<file path="src/rtl/bus_addr_decoder_pkg.sv">
// Shared types for the on-chip bus address decoder family.
// FSM state encoding, response codes and a select-index width helper.
package bus_dec_pkg;

  typedef enum logic [1:0] {
    ST_IDLE = 2'd0,
    ST_SEL  = 2'd1,
    ST_RESP = 2'd2
  } state_e;

  typedef enum logic [1:0] {
    RSP_OK      = 2'b00,
    RSP_DECERR  = 2'b01,
    RSP_TIMEOUT = 2'b10
  } rsp_code_e;

  // A single-slave decoder still needs a 1-bit index port.
  function automatic int unsigned idx_width(input int unsigned n);
    return (n > 1) ? $clog2(n) : 1;
  endfunction

endpackage

</file>
<file path="src/rtl/bus_addr_decoder_if.sv">
// Request/select/response bundle between the bus master, the decoder and the slaves.
// The decoder connects through the slave modport; the master side uses master.
interface bus_addr_decoder_if #(
  parameter int unsigned ADDR_W = 32,
  parameter int unsigned NSLV   = 4,
  parameter int unsigned CNT_W  = 8,
  parameter int unsigned IDX_W  = bus_dec_pkg::idx_width(NSLV)
);

  logic              req_valid;
  logic [ADDR_W-1:0] req_addr;
  logic              req_ready;
  logic [NSLV-1:0]   sel;
  logic [NSLV-1:0]   slv_ack;
  logic              rsp_valid;
  logic [1:0]        rsp_code;
  logic [IDX_W-1:0]  rsp_idx;
  logic [CNT_W-1:0]  err_cnt;

  modport slave (
    input  req_valid, req_addr, slv_ack,
    output req_ready, sel, rsp_valid, rsp_code, rsp_idx, err_cnt
  );

  modport master (
    output req_valid, req_addr, slv_ack,
    input  req_ready, sel, rsp_valid, rsp_code, rsp_idx, err_cnt
  );

endinterface

</file>
<file path="src/rtl/bus_addr_decoder_match.sv">
// Combinational address-field match: extracts the decode field and produces
// hit, slave index and one-hot select. Bits outside the field are ignored.
module bus_addr_match
  import bus_dec_pkg::*;
#(
  parameter int unsigned ADDR_W   = 32,
  parameter int unsigned NSLV     = 4,
  parameter int unsigned SEL_LSB  = 16,
  parameter int unsigned SEL_W    = 3,
  parameter int unsigned BASE_IDX = 1,
  parameter int unsigned IDX_W    = idx_width(NSLV)
) (
  input  logic [ADDR_W-1:0] addr,
  output logic              hit,
  output logic [IDX_W-1:0]  idx,
  output logic [NSLV-1:0]   onehot
);

  logic [SEL_W-1:0] field;
  int unsigned      field_val;
  logic             unused_addr;

  assign field       = addr[SEL_LSB +: SEL_W];
  assign unused_addr = ^addr;

  always_comb begin
    field_val = 32'(field);
    hit       = (field_val >= BASE_IDX) && (field_val < BASE_IDX + NSLV);
    idx       = IDX_W'(field_val - BASE_IDX);
    onehot    = hit ? (NSLV'(1) << idx) : '0;
  end

endmodule

</file>
<file path="src/rtl/bus_addr_decoder.sv">
// Registered address decoder: latches one request, drives a one-hot slave select
// until ack or timeout, then issues a single-cycle response; counts errors.
module bus_addr_decoder
  import bus_dec_pkg::*;
#(
  parameter int unsigned ADDR_W   = 32,
  parameter int unsigned NSLV     = 4,
  parameter int unsigned SEL_LSB  = 16,
  parameter int unsigned SEL_W    = 3,
  parameter int unsigned BASE_IDX = 1,
  parameter int unsigned TIMEOUT  = 16,
  parameter int unsigned CNT_W    = 8
) (
  input  logic               clk,
  input  logic               rst_n,
  bus_addr_decoder_if.slave  bus
);

  localparam int unsigned IDX_W = idx_width(NSLV);
  localparam int unsigned TMR_W = $clog2(TIMEOUT);
  localparam logic [TMR_W-1:0] TMR_LAST = TMR_W'(TIMEOUT - 1);

  state_e           state_q, state_d;
  logic             req_ready_q, req_ready_d;
  logic [NSLV-1:0]  sel_q, sel_d;
  logic             rsp_valid_q, rsp_valid_d;
  logic [1:0]       rsp_code_q, rsp_code_d;
  logic [IDX_W-1:0] rsp_idx_q, rsp_idx_d;
  logic [IDX_W-1:0] idx_q, idx_d;
  logic [CNT_W-1:0] err_cnt_q, err_cnt_d;
  logic [TMR_W-1:0] timer_q, timer_d;
  logic             err_inc;

  logic             m_hit;
  logic [IDX_W-1:0] m_idx;
  logic [NSLV-1:0]  m_onehot;

  bus_addr_match #(
    .ADDR_W   (ADDR_W),
    .NSLV     (NSLV),
    .SEL_LSB  (SEL_LSB),
    .SEL_W    (SEL_W),
    .BASE_IDX (BASE_IDX),
    .IDX_W    (IDX_W)
  ) u_match (
    .addr   (bus.req_addr),
    .hit    (m_hit),
    .idx    (m_idx),
    .onehot (m_onehot)
  );

  always_comb begin
    state_d     = state_q;
    req_ready_d = req_ready_q;
    sel_d       = sel_q;
    rsp_valid_d = 1'b0;
    rsp_code_d  = rsp_code_q;
    rsp_idx_d   = rsp_idx_q;
    idx_d       = idx_q;
    timer_d     = timer_q;
    err_inc     = 1'b0;

    case (state_q)
      ST_IDLE: begin
        // req_ready_q is still 0 in the first cycle after reset, so no accept there.
        req_ready_d = 1'b1;
        if (bus.req_valid && req_ready_q) begin
          req_ready_d = 1'b0;
          if (m_hit) begin
            state_d = ST_SEL;
            sel_d   = m_onehot;
            idx_d   = m_idx;
            timer_d = '0;
          end else begin
            state_d     = ST_RESP;
            sel_d       = '0;
            rsp_valid_d = 1'b1;
            rsp_code_d  = RSP_DECERR;
            rsp_idx_d   = '0;
            err_inc     = 1'b1;
          end
        end
      end

      ST_SEL: begin
        // Masking with the held select ignores acks from other slaves; ack beats timeout.
        if (|(bus.slv_ack & sel_q)) begin
          state_d     = ST_RESP;
          sel_d       = '0;
          rsp_valid_d = 1'b1;
          rsp_code_d  = RSP_OK;
          rsp_idx_d   = idx_q;
        end else if (timer_q == TMR_LAST) begin
          state_d     = ST_RESP;
          sel_d       = '0;
          rsp_valid_d = 1'b1;
          rsp_code_d  = RSP_TIMEOUT;
          rsp_idx_d   = idx_q;
          err_inc     = 1'b1;
        end else begin
          timer_d = timer_q + 1'b1;
        end
      end

      ST_RESP: begin
        state_d     = ST_IDLE;
        req_ready_d = 1'b1;
      end

      default: begin
        state_d     = ST_IDLE;
        req_ready_d = 1'b0;
        sel_d       = '0;
      end
    endcase

    err_cnt_d = (err_inc && (err_cnt_q != '1)) ? err_cnt_q + 1'b1 : err_cnt_q;
  end

  always_ff @(posedge clk) begin
    if (!rst_n) begin
      state_q     <= ST_IDLE;
      req_ready_q <= 1'b0;
      sel_q       <= '0;
      rsp_valid_q <= 1'b0;
      rsp_code_q  <= '0;
      rsp_idx_q   <= '0;
      idx_q       <= '0;
      err_cnt_q   <= '0;
      timer_q     <= '0;
    end else begin
      state_q     <= state_d;
      req_ready_q <= req_ready_d;
      sel_q       <= sel_d;
      rsp_valid_q <= rsp_valid_d;
      rsp_code_q  <= rsp_code_d;
      rsp_idx_q   <= rsp_idx_d;
      idx_q       <= idx_d;
      err_cnt_q   <= err_cnt_d;
      timer_q     <= timer_d;
    end
  end

  assign bus.req_ready = req_ready_q;
  assign bus.sel       = sel_q;
  assign bus.rsp_valid = rsp_valid_q;
  assign bus.rsp_code  = rsp_code_q;
  assign bus.rsp_idx   = rsp_idx_q;
  assign bus.err_cnt   = err_cnt_q;

endmodule

</file>
<file path="src/flat_wrapper.sv">
// flat-port wrapper written by rule: the top's interface ports become plain ports
module bus_addr_decoder_flat import bus_dec_pkg::*;
#(
  parameter int unsigned ADDR_W   = 32,
  parameter int unsigned NSLV     = 4,
  parameter int unsigned SEL_LSB  = 16,
  parameter int unsigned SEL_W    = 3,
  parameter int unsigned BASE_IDX = 1,
  parameter int unsigned TIMEOUT  = 16,
  parameter int unsigned CNT_W    = 8
)
  (clk, rst_n, bus_req_valid, bus_req_addr, bus_slv_ack, bus_req_ready, bus_sel, bus_rsp_valid, bus_rsp_code, bus_rsp_idx, bus_err_cnt);
  bus_addr_decoder_if #(.ADDR_W(ADDR_W), .NSLV(NSLV), .CNT_W(CNT_W)) bus_i ();
  input  logic clk;
  input  logic rst_n;
  input wire logic [$bits(bus_i.req_valid)-1:0] bus_req_valid;
  input wire logic [$bits(bus_i.req_addr)-1:0] bus_req_addr;
  input wire logic [$bits(bus_i.slv_ack)-1:0] bus_slv_ack;
  output wire logic [$bits(bus_i.req_ready)-1:0] bus_req_ready;
  output wire logic [$bits(bus_i.sel)-1:0] bus_sel;
  output wire logic [$bits(bus_i.rsp_valid)-1:0] bus_rsp_valid;
  output wire logic [$bits(bus_i.rsp_code)-1:0] bus_rsp_code;
  output wire logic [$bits(bus_i.rsp_idx)-1:0] bus_rsp_idx;
  output wire logic [$bits(bus_i.err_cnt)-1:0] bus_err_cnt;
  assign bus_i.req_valid = bus_req_valid;
  assign bus_i.req_addr = bus_req_addr;
  assign bus_i.slv_ack = bus_slv_ack;
  assign bus_req_ready = bus_i.req_ready;
  assign bus_sel = bus_i.sel;
  assign bus_rsp_valid = bus_i.rsp_valid;
  assign bus_rsp_code = bus_i.rsp_code;
  assign bus_rsp_idx = bus_i.rsp_idx;
  assign bus_err_cnt = bus_i.err_cnt;
  bus_addr_decoder #(.ADDR_W(ADDR_W), .NSLV(NSLV), .SEL_LSB(SEL_LSB), .SEL_W(SEL_W), .BASE_IDX(BASE_IDX), .TIMEOUT(TIMEOUT), .CNT_W(CNT_W)) u_core (.clk(clk), .rst_n(rst_n), .bus(bus_i));
endmodule
</file>
<file path="config.mk">
export PLATFORM = sky130hd
export DESIGN_NAME = bus_addr_decoder_flat
export DESIGN_NICKNAME = d
export VERILOG_FILES = /design/src/rtl/bus_addr_decoder_pkg.sv /design/src/rtl/bus_addr_decoder_if.sv /design/src/rtl/bus_addr_decoder_match.sv /design/src/rtl/bus_addr_decoder.sv /design/src/flat_wrapper.sv
export SDC_FILE = /design/constraint.sdc
export NUM_CORES = 1
export LEC_CHECK = 0
export CAP_MARGIN = 20
export CORE_MARGIN = 3
export CORE_UTILIZATION = 43
export DETAILED_ROUTE_END_ITERATION = 10
export MAX_ROUTING_LAYER = met4
export PLACE_DENSITY_LB_ADDON = 0.3
export SLEW_MARGIN = 40
export SYNTH_ARGS = -nofsm -noshare
export SYNTH_HDL_FRONTEND = slang
export SYNTH_SLANG_ARGS = --single-unit
</file>
<file path="constraint.sdc">
create_clock -name clk -period 5.5 [get_ports clk]
set_input_delay 1.1 -clock clk [delete_from_list [all_inputs] [get_ports clk]]
set_output_delay 1.1 -clock clk [all_outputs]
set_load 0.01 [all_outputs]
</file>
==> flow_metrics.env <==
export IMPL_status="complete, no violations"
export IMPL_min_to="u_core.bus.rsp_code[0]$_SDFFE_PN0P_"
export IMPL_ctsHoldBuffers=0
export IMPL_clkPwrFrac_pct=28.8
export IMPL_path_cells="clkdlybuf4s50_1, inv_1, ha_1, or4_4, a21bo_2, a211o_1, or4_1, a21oi_1"
export IMPL_post_cts_buffers=0
export IMPL_firstDrtPassIters=4
export IMPL_design_area_sq_mm=0.00153
export IMPL_wl_per_cell_um=13.9
export IMPL_cts_sinks=26
export IMPL_fill_cells=252
export IMPL_io_pins=57
export IMPL_maxSlewHeadroom_pct=62.0
export IMPL_synth_area_sq_mm=0.00121
export IMPL_yosysTopAreaCellShare_pct=42.9
export IMPL_cts_resized=0
export IMPL_synth_main_ff_cell="dfxtp_1"
export IMPL_gp_congestion=0.749
export IMPL_drive_gt1_share_pct=3.66
export IMPL_synthMuxAreaShare_pct=0.826
export IMPL_grt_overflow=0
export IMPL_cpPeakStageDelay_ns=0.54
export IMPL_dpl_cell_count=190
export IMPL_avgViaCountPerCell=5.62
export IMPL_synthSimpleGateAreaFrac_pct=22.0
export IMPL_synth_xor_area_share_pct=2.89
export IMPL_rows=18
export IMPL_worstPathBufferInverterCount=2
export IMPL_maxSlewViolCount=0
export IMPL_r2r_cells=5
export IMPL_antenna_cells=0
export IMPL_antenna_found_initial=0
export IMPL_cts_tree="yes"
export IMPL_grt_usage_pct=17.5
export IMPL_num_vias=1091
export IMPL_combinationalPowerShare_pct=12.4
export IMPL_r2r_end="u_core.bus.err_cnt[7]$_SDFFE_PN0P_"
export IMPL_clock_latency_ns=0.32
export IMPL_p_sw_share_pct=24.7
export IMPL_crit_required_ns=5.75
export IMPL_skew_ns=0.00320
export IMPL_sequentialPowerShare_pct=58.7
export IMPL_numPortBuffers=27
export IMPL_power_leakage_nw=0.542
export IMPL_drc=0
export IMPL_synthTopCellsByArea="dfxtp_1 (43%), ha_1 (6.2%), a21oi_1 (5.4%), nor2_1 (4.3%), nand3_1 (4.1%)"
export IMPL_whs_path_depth=2
export IMPL_syn_area_per_cell_sq_um=8.85
export IMPL_synth_seq_cells=26
export IMPL_timing_fmax_mhz=293
export IMPL_grt_max_degree=20
export IMPL_power_total_mw=0.338
export IMPL_grt_pass1_wl_mm=4.57
export IMPL_synth_cells=137
export IMPL_cp_top_family="simple AND/OR/NAND/NOR gates"
export IMPL_fin_util_pct=59.7
export IMPL_synth_top_family_by_area="simple AND/OR/NAND/NOR gates"
export IMPL_p_sw_mw=0.0833
export IMPL_setup_viol=0
export IMPL_dp_hpwl_mm=2.04
export IMPL_synth_cell_types=36
export IMPL_hp_start="u_core.bus.rsp_code[0]$_SDFFE_PN0P_"
export IMPL_die_area_sq_mm=0.00349
export IMPL_numCtsBuffers=3
export IMPL_reg2reg_slack_ns=3.38
export IMPL_maxCapViolCount=0
export IMPL_cp_slowest_cell="clkdlybuf4s50_1"
export IMPL_synth_adder_area_share_pct=6.19
export IMPL_setup_worst_path_class="in2reg"
export IMPL_hold_viol=0
export IMPL_yosysSeqAreaShare_pct=42.9
export IMPL_syn_nets=182
export IMPL_p_per_area_mw_per_mm2=220
export IMPL_critPathCaptureType="flip-flop"
export IMPL_start_util_pct=47.2
export IMPL_synth_compound_area_share_pct=21.5
export IMPL_fp_dieH_um=59.1
export IMPL_critPathMaxFanout=15
export IMPL_coreArea_sq_mm=0.00257
export IMPL_rsz0062_at_grt="false"
export IMPL_setup_tns_final_ns=0
export IMPL_wl_mm=2.69
export IMPL_area_growth_pct=26.5
export IMPL_grt_pass1_vias=1039
export IMPL_ant_nets=0
export IMPL_cp_arrival_ns=3.66
export IMPL_htreeDepth=1
export IMPL_startpoint_type="primary input"
export IMPL_clkTransAtPathRegs_ns=0.14
export IMPL_peakVddDrop_mv=0.149
export IMPL_synth_top_area_cell="dfxtp_1"
export IMPL_period_share_pct=62.0
export IMPL_dpl_cell_area_sq_mm=0.00150
export IMPL_tightest_slew_ns=0.565
export IMPL_intPower_mw=0.254
export IMPL_async_flop_share_pct=0
export IMPL_fin_crit_ns=3.41
export IMPL_nets=210
export IMPL_cts_root_buffer="clkbuf_4"
export IMPL_yosys_warnings=0
export IMPL_cts_max_path_buffers=2
export IMPL_first_iter_violations=34
export IMPL_final_cells=194
export IMPL_worstReg2RegStart="u_core.state_q[1]$_SDFFE_PN0P_"
export IMPL_min_path_type="reg2reg"
export IMPL_synth_edf_count=0
export IMPL_die_w_um=59.1
[how the worst max path moves through the flow]
stage / slack, ns / startpoint / cells after the start / to
floorplan: 2.59 / bus_req_addr[17] / 8 / u_core.bus.err_cnt[3]$_SDFFE_PN0P_
global placement: 1.81 / bus_req_addr[17] / 8 / u_core.bus.err_cnt[5]$_SDFFE_PN0P_
detailed placement: 1.75 / bus_req_addr[17] / 8 / u_core.bus.err_cnt[7]$_SDFFE_PN0P_
CTS: 2.10 / bus_req_addr[17] / 8 / u_core.bus.err_cnt[7]$_SDFFE_PN0P_
global route: 1.94 / bus_req_addr[17] / 8 / u_core.bus.err_cnt[6]$_SDFFE_PN0P_
finish: 2.09 / bus_req_addr[17] / 8 / u_core.bus.err_cnt[7]$_SDFFE_PN0P_
[state kept, by name, indices dropped and copies added, names as in the netlist]
register	cells
u_core.bus.err_cnt	8
u_core.bus.req_ready	1
u_core.bus.rsp_code	2
u_core.bus.rsp_idx	2
u_core.bus.rsp_valid	1
u_core.bus.sel	4
u_core.idx_q	2
u_core.state_q	2
u_core.timer_q	4
[power groups by stage]
stage	Combinational [mW]	Clock (mW)	Sequential [mW]
after floorplan	0.0239	0	0.203
after global placement	0.0410	0	0.202
after detailed placement	0.0421	0	0.202
after CTS	0.0421	0.101	0.198
after global routing	0.0463	0.106	0.199
final	0.0420	0.0973	0.198
[through the flow]
stage               hold slack [ns]  setup slack (ns)
floorplan                     0.432              2.59
detailed placement            0.446              1.75
global route                  0.477              1.94
finish                        0.462              2.09
global placement              0.445              1.81
CTS                           0.465              2.10
[placed cells by master (no fill, tap or decap), types with 2 or more instances in the layout]
cell | synthesis | final
clkdlybuf4s50_1 | 0 | 27
dfxtp_1 | 26 | 26
nor2_1 | 14 | 14
a21oi_1 | 13 | 13
nand3_1 | 10 | 10
nand2_1 | 9 | 9
ha_1 | 6 | 6
inv_1 | 5 | 5
o31ai_1 | 4 | 4
or4_1 | 4 | 4
a22oi_1 | 3 | 3
nand4_1 | 3 | 3
xnor2_1 | 3 | 3
o21ai_1 | 3 | 3
a211oi_1 | 3 | 3
a32o_1 | 3 | 3
clkbuf_4 | 0 | 3
and3_1 | 2 | 2
o21ai_0 | 2 | 2
nand2b_1 | 2 | 2
a22o_1 | 2 | 2
or3_1 | 2 | 2
[cell type report]
class                      instances  area (sq um)  share of cell area [%]
sequential                        26           520                    33.9
clock buffer                       4          36.3                    2.37
inverter                           6          22.5                    1.47
tap                               30          37.5                    2.45
timing repair buffer              27           270                    17.6
multi-input combinational        101           647                    42.2
[worst reg2reg max path: cells and delay by family (launching register included)]
family | cells | cell delay, ns
compound gates | 3 | 0.86
flops | 1 | 0.38
simple gates | 2 | 0.80
[cells in the mapped netlist, types with 2 or more instances]
cell       n
a22oi_1    3
or4_1      4
nand3_1   10
o21ai_0    2
xnor2_1    3
clkbuf_1   3
nand2b_1   2
nand4_1    3
a21oi_1   13
nor2_1    14
o31ai_1    4
nand2_1    9
ha_1       6
inv_1      5
o21ai_1    3
or3_1      2
dfxtp_1   26
a211oi_1   3
a32o_1     3
and3_1     2
a22o_1     2
[logic make-up (layout without fill, tap and decap cells)]
family | Yosys count | count (layout)
compound gates | 39 | 39
xor+xnor | 4 | 4
fa+ha+maj | 6 | 6
buf+inv | 10 | 37
flops | 26 | 26
mux | 1 | 1
simple gates | 51 | 51
[routing by layer]
layer / wire length (um) / share of wire (%) / up-vias / global-route usage [%]
met4: 28 / 1.0 / 0 / 6.80
met2: 1340 / 50 / 20 / 30.3
met3: 102 / 3.8 / 4 / 2.61
met1: 1220 / 45 / 503 / 20.2
li1: - / - / 564 / -
met5: 0 / 0 / - / -
No activity file was read; power rests on OpenSTA's default activity.
